===== src/rtl/stall_pkg.sv =====
// Shared types and constants for the pipeline hazard/stall controller.
package stall_pkg;

    localparam int unsigned MD_LATENCY_DEFAULT = 4;
    localparam int unsigned MD_CNT_W           = 8;

    typedef enum logic {
        RUN     = 1'b0,
        MD_WAIT = 1'b1
    } state_t;

    typedef logic [1:0] hz_t;

    localparam hz_t HZ_NONE   = 2'd0;
    localparam hz_t HZ_BRANCH = 2'd1;
    localparam hz_t HZ_MD     = 2'd2;
    localparam hz_t HZ_LOAD   = 2'd3;

    // Resolve simultaneous hazard requests: branch squashes younger work, then mult/div, then load-use.
    function automatic hz_t hz_select(input logic branch, input logic md, input logic load);
        if (branch) begin
            return HZ_BRANCH;
        end else if (md) begin
            return HZ_MD;
        end else if (load) begin
            return HZ_LOAD;
        end
        return HZ_NONE;
    endfunction

endpackage


===== src/rtl/md_latency_counter.sv =====
// Loadable down-counter with zero flag; sequences multi-cycle EX occupancy.
module md_latency_counter
    import stall_pkg::*;
#(
    parameter int unsigned W = MD_CNT_W
) (
    input  logic         clk,
    input  logic         rst,
    input  logic         load,
    input  logic [W-1:0] load_val,
    input  logic         dec,
    output logic         zero_c
);

    logic [W-1:0] cnt;

    // Load wins over decrement; decrement saturates at zero.
    always_ff @(posedge clk or posedge rst) begin
        if (rst) begin
            cnt <= '0;
        end else if (load) begin
            cnt <= load_val;
        end else if (dec && !zero_c) begin
            cnt <= cnt - W'(1);
        end
    end

    assign zero_c = (cnt == '0);

endmodule


===== src/rtl/pipeline_stall_ctrl.sv =====
// Hazard-to-stage control for the 5-stage pipeline (Mealy outputs).
// Optional performance counters enabled by STALL_PERF_CNT_EN.
module pipeline_stall_ctrl
    import stall_pkg::*;
#(
    parameter int unsigned MD_LATENCY = MD_LATENCY_DEFAULT,
    parameter int unsigned CNT_W      = 32
) (
    input  logic             Clk,
    input  logic             Reset,
    input  logic             LoadUse_Hazard,
    input  logic             Branch_Taken,
    input  logic             MD_Start,
    output logic             PC_Write,
    output logic             IFID_Write,
    output logic             IFID_Flush,
    output logic             IDEX_Write,
    output logic             IDEX_Bubble,
    output logic             EXMEM_Bubble,
    output logic             MD_Busy,
    output logic [CNT_W-1:0] Stall_Count,
    output logic [CNT_W-1:0] Flush_Count
);

    // The start cycle is one freeze cycle and the zero-count cycle is another.
    localparam logic [MD_CNT_W-1:0] MD_LOAD = MD_CNT_W'(MD_LATENCY - 2);

    state_t state, state_nxt;
    hz_t    hz;
    logic   md_release;
    logic   md_load, md_dec, md_zero_c;

    md_latency_counter #(.W(MD_CNT_W)) u_md_cnt (
        .clk      (Clk),
        .rst      (Reset),
        .load     (md_load),
        .load_val (MD_LOAD),
        .dec      (md_dec),
        .zero_c   (md_zero_c)
    );

    // md_release marks the first RUN cycle after a freeze, masking the still-present MD_Start.
    always_ff @(posedge Clk or posedge Reset) begin
        if (Reset) begin
            state      <= RUN;
            md_release <= 1'b0;
        end else begin
            state      <= state_nxt;
            md_release <= (state == MD_WAIT) && (state_nxt == RUN);
        end
    end

    always_comb begin
        state_nxt    = state;
        PC_Write     = 1'b0;
        IFID_Write   = 1'b0;
        IFID_Flush   = 1'b0;
        IDEX_Write   = 1'b0;
        IDEX_Bubble  = 1'b0;
        EXMEM_Bubble = 1'b0;
        MD_Busy      = 1'b0;
        md_load      = 1'b0;
        md_dec       = 1'b0;
        hz           = hz_select(Branch_Taken, MD_Start && !md_release, LoadUse_Hazard);

        if (Reset) begin
            state_nxt = RUN;
        end else begin
            case (state)
                RUN: begin
                    PC_Write   = 1'b1;
                    IFID_Write = 1'b1;
                    IDEX_Write = 1'b1;
                    case (hz)
                        HZ_BRANCH: begin
                            IFID_Flush  = 1'b1;
                            IDEX_Bubble = 1'b1;
                        end
                        HZ_MD: begin
                            PC_Write     = 1'b0;
                            IFID_Write   = 1'b0;
                            IDEX_Write   = 1'b0;
                            EXMEM_Bubble = 1'b1;
                            md_load      = 1'b1;
                            state_nxt    = MD_WAIT;
                        end
                        HZ_LOAD: begin
                            PC_Write    = 1'b0;
                            IFID_Write  = 1'b0;
                            IDEX_Bubble = 1'b1;
                        end
                        default: ;
                    endcase
                end
                MD_WAIT: begin
                    EXMEM_Bubble = 1'b1;
                    MD_Busy      = 1'b1;
                    if (md_zero_c) begin
                        state_nxt = RUN;
                    end else begin
                        md_dec = 1'b1;
                    end
                end
                default: state_nxt = RUN;
            endcase
        end
    end

`ifdef STALL_PERF_CNT_EN
    // Free-running wrap-around event counters; PC_Write is already low during reset.
    always_ff @(posedge Clk or posedge Reset) begin
        if (Reset) begin
            Stall_Count <= '0;
            Flush_Count <= '0;
        end else begin
            if (!PC_Write) begin
                Stall_Count <= Stall_Count + CNT_W'(1);
            end
            if (IFID_Flush) begin
                Flush_Count <= Flush_Count + CNT_W'(1);
            end
        end
    end
`else
    assign Stall_Count = '0;
    assign Flush_Count = '0;
`endif

endmodule


===== config.mk =====
export PLATFORM = sky130hd
export DESIGN_NAME = pipeline_stall_ctrl
export DESIGN_NICKNAME = d
export VERILOG_FILES = /design/src/rtl/stall_pkg.sv /design/src/rtl/md_latency_counter.sv /design/src/rtl/pipeline_stall_ctrl.sv
export SDC_FILE = /design/constraint.sdc
export NUM_CORES = 1
export LEC_CHECK = 0
export ABC_AREA = 0
export CAP_MARGIN = 20
export CORE_MARGIN = 5
export CORE_UTILIZATION = 30
export DETAILED_ROUTE_END_ITERATION = 8
export PLACE_DENSITY = 0.81
export SLEW_MARGIN = 25
export SYNTH_ARGS = -nofsm -noshare
export SYNTH_HDL_FRONTEND = slang
export SYNTH_SLANG_ARGS = --single-unit

===== constraint.sdc =====
create_clock -name Clk -period 3.5 [get_ports Clk]
set_input_delay 0.7 -clock Clk [delete_from_list [all_inputs] [get_ports Clk]]
set_output_delay 0.7 -clock Clk [all_outputs]
set_load 0.05 [all_outputs]

Word level (Yosys, flattened, before mapping)
Index checks and enable logic that the tools add are counted.

Flip-flop bits (word level): 10. Bits of input ports: 5. Output and inout port bits: 71. Logic and storage cells: 51.

$add $sub $neg: 1. Eq/ne operators: 3. Muxes and demuxes: 33. Bitwise logic cells: 2. Reduce and logical (&&, ||, !) cells: 9.

Operators by type and width (count): $mux W1 (25); $mux W8 (2); $logic_not A8 Y1 (1); $mux W2 (4); $sub A8 B1 Y8 const B (1); $eq A2 B2 Y1 const B (2); $pmux W1 S2 (2); $reduce_or A2 Y1 (2); $logic_and A1 B1 Y1 (3); $eq A2 B1 Y1 const B (1); $logic_not A1 Y1 (2); $not A1 Y1 (2); $reduce_bool A2 Y1 (1).

Depth between registers and ports, before layout
Gate-level depths: netlist of the first run.

Depth after elaboration: 11. Depth in mapped cells: 6. Mapped depth without buffers: 6.

By module
From an unflattened synthesis of the first run, not the netlist that was laid out.

Cell total of the unflattened synthesis: 153. Area total of the unflattened synthesis: 1211.2 um^2.

Modules (own cells, without submodules): pipeline_stall_ctrl (times used 1, cells an instance 89, area an instance 661.9 um^2, seq. area each 50.0 um^2); md_latency_counter (times used 1, cells an instance 64, area an instance 549.3 um^2, seq. area each 200.2 um^2).

Worst setup path after synthesis of the first run
No wires, ideal clock.

Path type: input to output. Start: in Reset. End: out PC_Write. Arrival time: 3683 ps. Required time: 2800 ps. Path slack: -883 ps. Cell stages on the path: 4. Buffers on the path: 2. Cell sequence: buf_6 nor3_1 a21boi_0 buf_4.

Longest elaborated chain between the ends: 1.

RTL lines: start: declaration (RTL line pipeline_stall_ctrl.sv:10) `input logic Reset,`; $mux W1; end: declaration (RTL line pipeline_stall_ctrl.sv:14) `output logic PC_Write,`.

Every way passes these cells.

Worst setup path in the final report of the first run
Start: in Reset. End: out IDEX_Write.

Longest elaborated chain between the ends: 1.

RTL lines: $mux W1 (RTL line pipeline_stall_ctrl.sv:66) `if (Reset) begin`; end: declaration (RTL line pipeline_stall_ctrl.sv:17) `output logic IDEX_Write,`.

Every way passes these cells.

==> impl_metrics.json, run 1 <==
{
  "vdd_drop_max_uv": 186,
  "combPwrFrac_pct": 51.3,
  "start_util_pct": 30.5,
  "root_buffer": "clkbuf_8",
  "ys_ff_latch": 10,
  "startpoint": "Reset",
  "boundaryPins": 76,
  "wl_met2_um": 932,
  "place_inst": 186,
  "instances_no_fill": 190,
  "synth_top_cell_by_area": "buf_4",
  "synth_mux_area_share_pct": 2.03,
  "grt_pass1_vias": 624,
  "grt_setup_unrepaired": "false",
  "die_h_um": 70.8,
  "top_layer_used": "met4",
  "gr-total-overflow": 0,
  "cp-start-kind": "input pin",
  "setup_viol": 0,
  "synthSimpleGateAreaFrac_pct": 14.2,
  "synth_cell_types": 30,
  "synth_adder_area_share_pct": 2.26,
  "clkTransAtPathRegs_ps": 50,
  "gp_congestion": 0.776,
  "final_layout_size_suffix_gt1_share_pct": 14.1,
  "fin_crit_sh_pct": 89.9,
  "antenna_cells": 0,
  "path_class": "in -> out",
  "post-cts-setup-buffers": 0,
  "synth_cells": 130,
  "finalHoldViolCount": 0,
  "vias": 693,
  "utilization_pct": 29.4,
  "die-width_um": 70.8,
  "cts_tree": "done",
  "grt_usage_pct": 6.53,
  "cp-end-kind": "output pin",
  "clock_latency_ps": 230,
  "synth_top_family_by_area": "buffers and inverters",
  "relSlewSlack_pct": 65.8,
  "dr.pass1.iters": 4,
  "final_nets": 150,
  "synth_enable_flop_cells": 0,
  "cts_max_level": 1,
  "fillCellCount": 400,
  "min_path_type": "reg -> reg",
  "cts_sinks": 10,
  "syn_avg_cell_area_um2": 8.53,
  "sw_frac_of_total_pct": 50.9,
  "p_switching_mw": 0.363,
  "antenna_left": 0,
  "post-route-drc-count": 0,
  "p_per_area_nw_per_um2": 669,
  "cp.required_ps": 2800,
  "synthesis.area_um2": 1110,
  "regArea_um2": 250,
  "dpl.hpwl_um": 1520,
  "totalWireLength_um": 1820,
  "async_flop_share_pct": 100,
  "yosys_warnings": 0,
  "status": "finished clean",
  "min_period_ps": 3150,
  "crit_top_cell": "clkdlybuf4s50_1",
  "timing.setup.tns_ps": 0,
  "hold_start": "u_md_cnt.cnt[1]$_DFFE_PP0P_",
  "grt_max_degree": 11,
  "route.met3.wl_um": 271,
  "synth-compound-area-share_pct": 11.9,
  "maxCapViolCount": 0,
  "power.leakage_nw": 0.555,
  "synthTopCellsByArea": "buf_4 (44%), dfrtp_1 (23%), a21oi_1 (2.3%), ha_1 (2.3%), o21ai_0 (2.3%)",
  "critical_path.cell_chain": "clkdlybuf4s50_1, nor3_2, clkdlybuf4s50_1",
  "internal_power_mw": 0.351,
  "tightestPinTransition_ps": 512,
  "arrival_ps": 2450,
  "multiInputGateArea_um2": 586,
  "drv_slew": 0,
  "reg2reg_from": "u_md_cnt.cnt[0]$_DFFE_PP0P_",
  "io_buffers": 11,
  "drt-initial-drc-count": 65,
  "wl_met1_um": 597,
  "viasPerCell": 3.65,
  "pwr-share-clk_pct": 19.9,
  "worst_path_max_delay_cell": "clkdlybuf4s50_1",
  "synth.top_cell.area_share_pct": 44.0,
  "fmax_ghz": 0.318,
  "die_area_um2": 5010,
  "synth-xor-area-share_pct": 0,
  "syn_to_final_growth_pct": -3.72,
  "pwr-share-seq_pct": 28.8,
  "cpPeakStageDelay_ps": 850,
  "crit_fanout": 8,
  "clockBufferDepth": 2,
  "antenna_found_initial": 0,
  "wire_per_inst_um": 9.57,
  "cts_made_buffers": 3,
  "fp-row-count": 22,
  "hold_buffers": 0,
  "skew_ps": 1.39,
  "ctsResizeCount": 0,
  "core_area_um2": 3630,
  "grt_pass1_wl_um": 2660,
  "ys.flop_type": "dfrtp_1",
  "worst_hold_slack_ps": 510,
  "yosysSeqAreaShare_pct": 22.6
}
-- through the flow --
stage	power [mW]	worst slack (ps)	area, um^2
after floorplan	0.571	307	1350
after global placement	0.558	385	1010
after detailed placement	0.571	384	1010
after CTS	0.717	362	1070
after global routing	0.760	280	1070
final	0.714	353	1070
-- worst paths after layout --
kind                                          endpoint  slack, ps  cells past startpoint
hold reg to reg            u_md_cnt.cnt[1]$_DFFE_PP0P_        510                      1
max in group asynchronous              state$_DFF_PP0_       2200                      2
setup / recovery                            IDEX_Write        350                      3
min in group asynchronous  u_md_cnt.cnt[2]$_DFFE_PP0P_       1020                      2
hold / removal             u_md_cnt.cnt[1]$_DFFE_PP0P_        510                      1
setup reg to reg           u_md_cnt.cnt[4]$_DFFE_PP0P_       1750                      6
-- cells in the mapped netlist, drive strengths merged (2+ instances only) --
cell,count
a21oi,6
buf,66
dfrtp,10
ha,2
inv,5
mux2,2
nand2,5
nor2,5
nor3,3
o21ai,5
o31ai,2
or3,2
or4,3
-- state kept, by name, indices dropped and copies added (netlist names) --
signal / count
u_md_cnt.cnt: 8
md_release: 1
state: 1
-- kinds of logic after synthesis --
group	after synthesis
buf+inv	71
simple gates	25
compound gates	19
flops	10
mux	2
fa+ha+maj	2
other cells	1
-- cell type report --
cell class	instances	area share, %
well taps	48	5.63
flip-flops and latches	10	23.4
clock buffers	4	5.16
inverters	5	1.76
repair buffers	11	9.14
multi-input cells	112	54.9
-- worst max-delay path: cells and delay by family --
family / cells / cell delay, ps
buffers and inverters: 2 / 1430
AND/OR/NAND/NOR: 1 / 320
-- power groups by stage --
stage	Clock [mW]	Combinational, mW	Sequential (mW)
floorplan	0	0.378	0.194
global placement	0	0.356	0.202
detailed placement	0	0.366	0.205
CTS	0.146	0.367	0.204
global route	0.151	0.396	0.213
finish	0.142	0.366	0.205
-- cell usage in the layout, fill, tap and decap left out, drive strengths merged --
master / netlist / routed
conb: 1 / 64
dfrtp: 10 / 10
clkdlybuf4s50: 0 / 6
a21oi: 6 / 6
inv: 5 / 5
o21ai: 5 / 5
nor2: 5 / 5
nand2: 5 / 5
buf: 66 / 5
clkbuf: 0 / 4
or4: 3 / 3
nor3: 3 / 3
or3: 2 / 2
o31ai: 2 / 2
mux2: 2 / 2
ha: 2 / 2
or3b: 1 / 1
nand4bb: 1 / 1
nor4: 1 / 1
a21o: 1 / 1
nor4b: 1 / 1
nor3b: 1 / 1
o2111ai: 1 / 1
a211o: 1 / 1
or2: 1 / 1
o31a: 1 / 1
o21a: 1 / 1
a21boi: 1 / 1
nand3: 1 / 1
-- layer usage --
layer / vias up / global-route usage [%]
li1: 330 / -
met1: 318 / 6.45
met2: 43 / 11.9
met3: 2 / 4.12
met4: 0 / 0.626
met5: - / 0
(Power assumes the default switching activity.)
==> inputs of run 2 (changes only) <==
PLACE_DENSITY = 0.84   (was 0.81)
clock period = 2.82 ns   (was 3.5 ns; I/O delays follow)
==> run 2 against run 1 <==
Against the previous run: global-route usage shrank 0.50 points; clock-buffer cell count is the same; sequential power grew 24%; sequential share of layout area shrank 1.7 points; clock power grew 31%; largest power group unchanged.
==> impl_metrics.json, run 2 (synthesized netlist as in run 1, its figures left out) <==
{
  "status": "finished clean",
  "clkTransAtPathRegs_ps": 50,
  "fp-row-count": 22,
  "path_class": "in -> out",
  "grt_pass1_wl_um": 2420,
  "drt-initial-drc-count": 12,
  "top_usage_layer": "met2",
  "viasPerCell": 3.62,
  "startpoint": "Reset",
  "rr_worst_depth": 4,
  "wire_per_inst_um": 9.55,
  "finalHoldViolCount": 0,
  "r2r_end": "u_md_cnt.cnt[1]$_DFFE_PP0P_",
  "cp-end-kind": "output pin",
  "final_nets": 151,
  "start_util_pct": 30.5,
  "hold_buffers": 0,
  "grt_usage_pct": 6.03,
  "grt_use_met1_pct": 7.55,
  "timing.setup.tns_ps": 0,
  "min_period_ps": 2540,
  "fin_ws_ps": 281,
  "skew_ps": 0.850,
  "hold_start": "u_md_cnt.cnt[1]$_DFFE_PP0P_",
  "antenna_left": 0,
  "power.leakage_nw": 0.586,
  "die-width_um": 70.8,
  "syn_to_final_growth_pct": 3.84,
  "arrival_ps": 1970,
  "fmax_ghz": 0.394,
  "min_path_type": "reg -> reg",
  "cts_made_buffers": 3,
  "gp_congestion": 0.838,
  "cp.required_ps": 2260,
  "clock_latency_ps": 240,
  "grtUsageMet2_pct": 9.37,
  "crit_fanout": 8,
  "cts_tree": "done",
  "drv_slew": 0,
  "grt_pass1_vias": 516,
  "grt_max_degree": 11,
  "clockBufferDepth": 2,
  "root_buffer": "clkbuf_8",
  "stdcell_area_um2": 1150,
  "die_area_um2": 5010,
  "final_common_cell": "conb_1",
  "vias": 691,
  "top_regs": "u_md_cnt.cnt: 8 flops, md_release: 1 flops, state: 1 flops",
  "dr.pass1.iters": 3,
  "maxCapViolCount": 0,
  "core_area_um2": 3630,
  "cts_max_level": 1,
  "largest_reg_flops": 8,
  "fin_crit_sh_pct": 90.0,
  "setup_viol": 0,
  "antenna_cells": 0,
  "post-route-drc-count": 0,
  "reg2reg_from": "md_release$_DFF_PP0_",
  "reg2reg_slack_ps": 1030,
  "cts_sinks": 10,
  "io_buffers": 11,
  "holdPathEnd": "u_md_cnt.cnt[1]$_DFFE_PP0P_",
  "dpl.hpwl_um": 1540,
  "post-cts-setup-buffers": 0,
  "antenna_found_initial": 0,
  "gr-total-overflow": 0,
  "whs_path_depth": 1,
  "final_layout_size_suffix_gt1_share_pct": 16.1,
  "grt_setup_unrepaired": "false",
  "cp-start-kind": "input pin",
  "ctsResizeCount": 0,
  "final_cell_mix": "conb_1 (64), dfrtp_1 (10), buf_12 (6)",
  "die_h_um": 70.8,
  "vdd_drop_max_uv": 361,
  "place_area_um2": 1100,
  "boundaryPins": 76,
  "totalWireLength_um": 1820,
  "p_per_area_nw_per_um2": 797,
  "largest_register": "u_md_cnt.cnt",
  "place_ws_ps": 267,
  "grt_util_met3_pct": 1.70
}
[run 2: changes by cell type in the layout (fill, tap and decap cells not counted), sizes merged]
cell / delta
buf: +3
clkdlybuf4s50: -2
[run 2: power breakdown]
group / internal, mW / total [mW] / switching (mW)
sequential: 0.198 / 0.255 / 0.0573
clock: 0.123 / 0.186 / 0.0629
combinational: 0.133 / 0.476 / 0.344
total: 0.454 / 0.918 / 0.464
[run 2: metrics by stage]
step / power, mW / cells / hold WS, ps / util [%]
floorplan: 0.711 / 193 / 481 / -
global placement: 0.714 / 187 / 493 / 30.2
detailed placement: 0.731 / 187 / 500 / 30.2
CTS: 0.918 / 191 / 511 / 31.7
global route: 0.975 / 191 / 522 / 31.7
finish: 0.918 / 191 / 510 / 31.7
[run 2: layer usage]
metal	vias up	wire [um]
li1	332	-
met1	317	652
met2	39	929
met3	3	212
met4	0	29
met5	-	0
[run 2: critical path, cell delays in order]
cell and delay [ps]:
clkdlybuf4s50_1 580, nor3_4 320, a21boi_2 330, buf_12 180
[run 2: layout make-up]
cell class	instances	area [um^2]
clock buffer	4	55.1
inverter	5	18.8
fill	390	2480
sequential	10	250
timing repair buffer	12	175
tap	48	60.1
multi-input combinational	112	592
[run 2: worst max path at each step]
stage | depth (start not counted) | endpoint | slack [ps]
finish | 4 | IFID_Write | 280
CTS | 4 | IFID_Write | 270
detailed placement | 4 | IFID_Write | 270
global route | 4 | IFID_Write | 220
floorplan | 4 | PC_Write | 140
global placement | 4 | IFID_Write | 320
==> inputs of run 3 (changes only) <==
ABC_AREA = default   (was 0)
==> results of run 3 <==
Same layout as run 2: the final DEF is identical, and so are final timing and power.
